===== src/rtl/rf_multiport_sb.sv =====
// rf_multiport_sb: NRD-read / NWR-write register file with per-register pending bits.
// Optional feature macro REGFILE_BYPASS_EN: same-cycle write-through to the read ports.
module rf_multiport_sb #(
    parameter int XLEN = 32,
    parameter int NREG = 32,
    parameter int NRD  = 2,
    parameter int NWR  = 1,
    localparam int AW  = $clog2(NREG)
) (
    input  logic                clk,
    input  logic                reset,
    input  logic [NRD*AW-1:0]   rR,
    output logic [NRD*XLEN-1:0] rD,
    output logic [NRD-1:0]      rBusy,
    input  logic [NWR-1:0]      wE,
    input  logic [NWR*AW-1:0]   wR,
    input  logic [NWR*XLEN-1:0] wD,
    input  logic                issE,
    input  logic [AW-1:0]       issR,
    output logic [NREG-1:0]     pend
);

    logic [XLEN-1:0] regs_q [NREG];
    logic [XLEN-1:0] regs_d [NREG];
    logic [NREG-1:0] pend_q;
    logic [NREG-1:0] pend_d;

    // Next array contents: later write ports override earlier ones.
    always_comb begin
        regs_d = regs_q;
        for (int j = 0; j < NWR; j++) begin
            if (wE[j] && (wR[j*AW +: AW] != '0)) begin
                regs_d[wR[j*AW +: AW]] = wD[j*XLEN +: XLEN];
            end
        end
        regs_d[0] = '0;
    end

    // Next pending vector: writebacks clear, a new issue sets last.
    always_comb begin
        pend_d = pend_q;
        for (int j = 0; j < NWR; j++) begin
            if (wE[j]) begin
                pend_d[wR[j*AW +: AW]] = 1'b0;
            end
        end
        if (issE && (issR != '0)) begin
            pend_d[issR] = 1'b1;
        end
        pend_d[0] = 1'b0;
    end

    // Register array state.
    always_ff @(posedge clk or negedge reset) begin
        if (!reset) begin
            for (int k = 0; k < NREG; k++) begin
                regs_q[k] <= '0;
            end
        end else begin
            regs_q <= regs_d;
        end
    end

    // Scoreboard state.
    always_ff @(posedge clk or negedge reset) begin
        if (!reset) begin
            pend_q <= '0;
        end else begin
            pend_q <= pend_d;
        end
    end

    // Combinational read ports, optionally forwarding in-flight writes.
    always_comb begin
        rD    = '0;
        rBusy = '0;
        for (int i = 0; i < NRD; i++) begin
            rD[i*XLEN +: XLEN] = regs_q[rR[i*AW +: AW]];
            rBusy[i]           = pend_q[rR[i*AW +: AW]];
`ifdef REGFILE_BYPASS_EN
            for (int j = 0; j < NWR; j++) begin
                if (wE[j] && (wR[j*AW +: AW] == rR[i*AW +: AW])
                    && (rR[i*AW +: AW] != '0)) begin
                    rD[i*XLEN +: XLEN] = wD[j*XLEN +: XLEN];
                    rBusy[i] = issE && (issR == rR[i*AW +: AW]);
                end
            end
`endif
        end
    end

    assign pend = pend_q;

endmodule


===== config.mk =====
export PLATFORM = sky130hd
export DESIGN_NAME = rf_multiport_sb
export DESIGN_NICKNAME = d
export VERILOG_FILES = /design/src/rtl/rf_multiport_sb.sv
export SDC_FILE = /design/constraint.sdc
export NUM_CORES = 2
export LEC_CHECK = 0
export CELL_PAD_IN_SITES_DETAIL_PLACEMENT = 0
export CELL_PAD_IN_SITES_GLOBAL_PLACEMENT = 1
export CORE_MARGIN = 2
export CORE_UTILIZATION = 31
export CTS_BUF_LIST = sky130_fd_sc_hd__clkbuf_8
export DETAILED_ROUTE_END_ITERATION = 12
export PLACE_DENSITY = 0.51
export SLEW_MARGIN = 25
export SYNTH_ARGS = -nofsm -noshare
export SYNTH_HDL_FRONTEND = slang
export SYNTH_SLANG_ARGS = --single-unit

===== constraint.sdc =====
create_clock -name clk -period 2.41 [get_ports clk]
set_input_delay 0.241 -clock clk [delete_from_list [all_inputs] [get_ports clk]]
set_output_delay 0.241 -clock clk [all_outputs]
set_load 0.01 [all_outputs]

# Word level (Yosys, flattened, before mapping)
# Cells that the tools add are included.
# word_totals
register_bits	1023
in_bits	56
output_inout_bits	98
wordCells	74
# classes
n_lt_le_gt_ge	10
mux	19
bitwise_logic	6
reduce_logical	7
# ops
op	n
$bwmux 1024	1
$bmux 32 s5	2
$mux 32	7
$demux 32 s5	1
$and 32x32->32	1
$not 32->32	1
$or 32x32->32	1
$lt 5x6->1 const B	4
$ge 6x6->1 const B	3
$not 5->6	3
$bmux 1 s5	2
$demux 1 s5	2
$ge 5x1->1 const B	2
$reduce_bool 5->1	2
$lt 6x1->1 const B	1
$logic_and 1x1->1	5
$mux 1	4

# Longest topological paths before layout
# logic_depth
ltp_word	9
depth_mapped	8
depth_no_buf	4

# Worst setup path after synthesis
# Ideal clock, no wire load.
# synth_timing
kind	input port to output port
startpoint	input rR[5]
endpoint	output rD[32]
arrival_time_ns	1.745
required_ns	2.169
path_slack_ns	0.424
cell_stages	7
n_path_buf	3
cell_sequence	buf_2 -> buf_6 -> buf_2 -> mux4_2 -> a22o_1 -> o21ai_1 -> o31ai_1
# synth_via
elab_chain_cells	4
# synth_lines
item	line_no	rtl
start, declared	12	input logic [NRD*AW-1:0] rR,
$not 5->6 (implied by the code)	78	rD[i*XLEN +: XLEN] = regs_q[rR[i*AW +: AW]];
$bmux 32 s5	78	
$mux 32 (implied by the code) (2 in a row)	78	
end, declared	13	output logic [NRD*XLEN-1:0] rD,
# No other way between the ends. The select of a mux whose other input is x is not followed.

# Worst setup path in the final report
# layout_timing
startpoint	register regs_q[333] (netlist name)
endpoint	output rD[45]
# layout_via
elab_chain_cells	3
# layout_lines
item	line_no	rtl
start, declared	23	logic [XLEN-1:0] regs_q [NREG];
start signal, assigned	60	regs_q <= regs_d;
$bmux 32 s5	78	
$mux 32 (implied by the code) (2 in a row)	78	
# No other way between the ends. The select of a mux whose other input is x is not followed.

==> results.py <==
metrics = {
    "run_status": {
        "status": "finished with violations",
        "violations": "negative setup slack",
    },
    "worst_setup_path": {
        "crit_fanout": 3,
        "cp.required_ns": 2.17,
        "cp-end-kind": "primary output",
        "critPathKind": "reg2out",
        "crit_arrival_ns": 2.69,
        "cp-start-kind": "register",
    },
    "sta": {
        "tightest_slew_ns": 0.913,
        "max_freq_mhz": 341,
        "fin_crit_sh": 1.22,
        "min_period_ns": 2.93,
        "worst_hold_slack_ns": 0.171,
        "fin_ws_ns": -0.519,
        "setup_viol": 66,
        "fin_worst_skew_ns": 0,
        "fin_setup_tns_ns": -27.99,
        "finalMaxSlewViolations": 0,
        "slew_headroom": 0.390,
        "rsz0062_at_grt": "yes",
        "hold_viol": 0,
    },
    "floorplan": {
        "fp.dieW_um": 425,
        "die_area_sq_um": 181000,
        "dieHeight_um": 425,
        "start_util": 0.312,
        "core_area_sq_um": 176000,
        "io_pins": 154,
        "rows": 154,
    },
    "cells_and_area": {
        "drive_gt1_frac": 0.567,
        "fin_nets": 4301,
        "final_util": 0.391,
        "area_growth_syn_to_layout_pct": 25.4,
        "layout.cells.non_filler": 6739,
        "nFillCells": 16600,
    },
    "yosys": {
        "synth.most_common_cell": "dfrtp_1",
        "synth-seq-cells": 1023,
        "ys_warn_count": 0,
        "netlist-cell-type-count": 35,
        "async_flop_share": 1.00,
        "netlist_instances": 3740,
        "syn_avg_cell_area_sq_um": 14.7,
        "yosysSeqAreaShare": 0.465,
        "yosys-top-cells-area": "dfrtp_1 47%, mux2_2 21%, mux4_2 16%",
        "yosys-top-cells-count": "1023 x dfrtp_1, 1011 x mux2_2, 396 x mux4_2",
        "synth_top_area_cell": "dfrtp_1",
        "yosysTopAreaCellShare": 0.465,
        "synth_fp_nets": 3796,
        "netlist_area_sq_um": 55000,
        "synth_flop_cell": "dfrtp_1",
        "synth_edf_count": 0,
    },
    "clocking": {
        "root_buffer": "clkbuf_8",
        "htree_levels": 4,
        "cts_tree": "yes",
        "clk_pin_slew_worst_paths_ns": 0.06,
        "cts_buffers": 191,
        "clock-sinks": 1023,
        "clk_path_buf_depth": 3,
        "clk_latency_ns": 0.92,
    },
    "placement": {
        "place_hpwl_um": 138000,
        "port_buffers": 152,
        "gp_congestion": 0.811,
        "dp.cells": 6399,
    },
    "route": {
        "drt_iter0_markers": 2604,
        "vias_per_cell": 5.49,
        "ant_nets": 0,
        "drt-pass1-iter-count": 5,
        "wire_per_inst_um": 30.5,
        "drc": 0,
        "vias": 37000,
        "routed_wl_um": 206000,
    },
    "pwr": {
        "power.density_nw_per_um2": 776,
        "power_leakage_nw": 30.1,
        "finalPower_mw": 53.5,
        "peakVddDrop_mv": 0.434,
    },
    "global_routing": {
        "track_usage": 0.229,
        "grt_max_degree": 124,
        "grt.busiest_layer": "met2",
        "met2_usage": 0.378,
        "grt_use_met1": 0.315,
        "antenna_found_initial": 7,
        "globalRoute.totalOverflow": 0,
        "grt_pass1_wl_um": 298000,
        "grt_pass1_vias": 39400,
        "met3_usage": 0.0293,
    },
    "hold_path": {
        "hp-class": "in2reg",
    },
    "flow_run": {
        "max_cap_viol_count": 0,
    },
}
[metrics by stage]
stage / instance area (sq um) / setup WS (ns)
6_report: 69000 / -0.519
5_1_grt: 68900 / -0.646
4_1_cts: 68600 / -0.726
3_5_place_dp: 64100 / -1.03
3_3_place_gp: 64100 / -1.03
2_1_floorplan: 55000 / 0.424
[cell families after synthesis]
kind of cell,Yosys count,share of synthesized area
AO/OA/AOI/OAI,507,0.0680
buffers and inverters,408,0.0353
flip-flops,1023,0.465
multiplexers,1654,0.415
other,1,0.0000682
AND/OR/NAND/NOR,147,0.0161
[sequential cells by signal (all words and copies together), names as in the netlist]
signal / count
pend: 31
regs_q: 992
[worst paths after layout]
kind / startpoint / to / slack (ns) / cells past startpoint
max: regs_q[333] / rD[45] / -0.52 / 6
min: wD[27] / regs_q[635] / 0.17 / 2
max reg2reg: regs_q[268] / regs_q[268] / 1.43 / 3
min reg2reg: regs_q[303] / regs_q[303] / 0.50 / 1
max in group asynchronous: reset / regs_q[167] / 0.23 / 5
min in group asynchronous: reset / regs_q[475] / 0.28 / 3
[per-layer routing]
layer,wire [um],share of wire
met1,92900,0.45
met2,100000,0.49
met3,7410,0.036
met4,5150,0.025
met5,13,0.000063
[report_power, final]
part           switching [mW]  internal (mW)
logic                    5.47           7.74
clock network            7.98           9.21
registers                2.50           20.6
[timing repair]
item	CTS	global route
hold buffers	5	0
buffers inserted	19	7
resized for setup	469	61
pin swaps	123	78
setup endpoints to repair	72	302
endpoints found under the hold margin	1023	0
[cell usage in the layout (no fill, tap or decap), types with 66 or more instances in the layout]
master,Yosys,final
mux4_2,396,396
mux2i_1,202,201
inv_1,2,68
buf_4,40,382
a22o_1,211,205
dfrtp_1,1023,1020
mux2_2,1011,1011
buf_12,0,164
o22ai_1,66,66
clkbuf_8,0,245
clkdlybuf4s50_1,0,69
[area by class of cell]
| type | count | area [sq um] | area share |
|---|---|---|---|
| diodes | 9 | 22.5 | 0.000327 |
| repair buffers | 718 | 7720 | 0.112 |
| clock inverters | 93 | 482 | 0.00699 |
| clock buffers | 245 | 3370 | 0.0489 |
| flip-flops and latches | 1023 | 25600 | 0.371 |
| multi-input cells | 2309 | 28800 | 0.418 |
| well taps | 2340 | 2930 | 0.0425 |
| inverters | 2 | 7.51 | 0.000109 |
[critical path, cell delays in order, from the launching register on]
cell	delay [ns]
dfrtp_1	0.39
mux4_2	0.49
a22o_1	0.21
o21ai_1	0.14
buf_4	0.16
o31ai_4	0.15
buf_2	0.20
(Power assumes the default switching activity.)
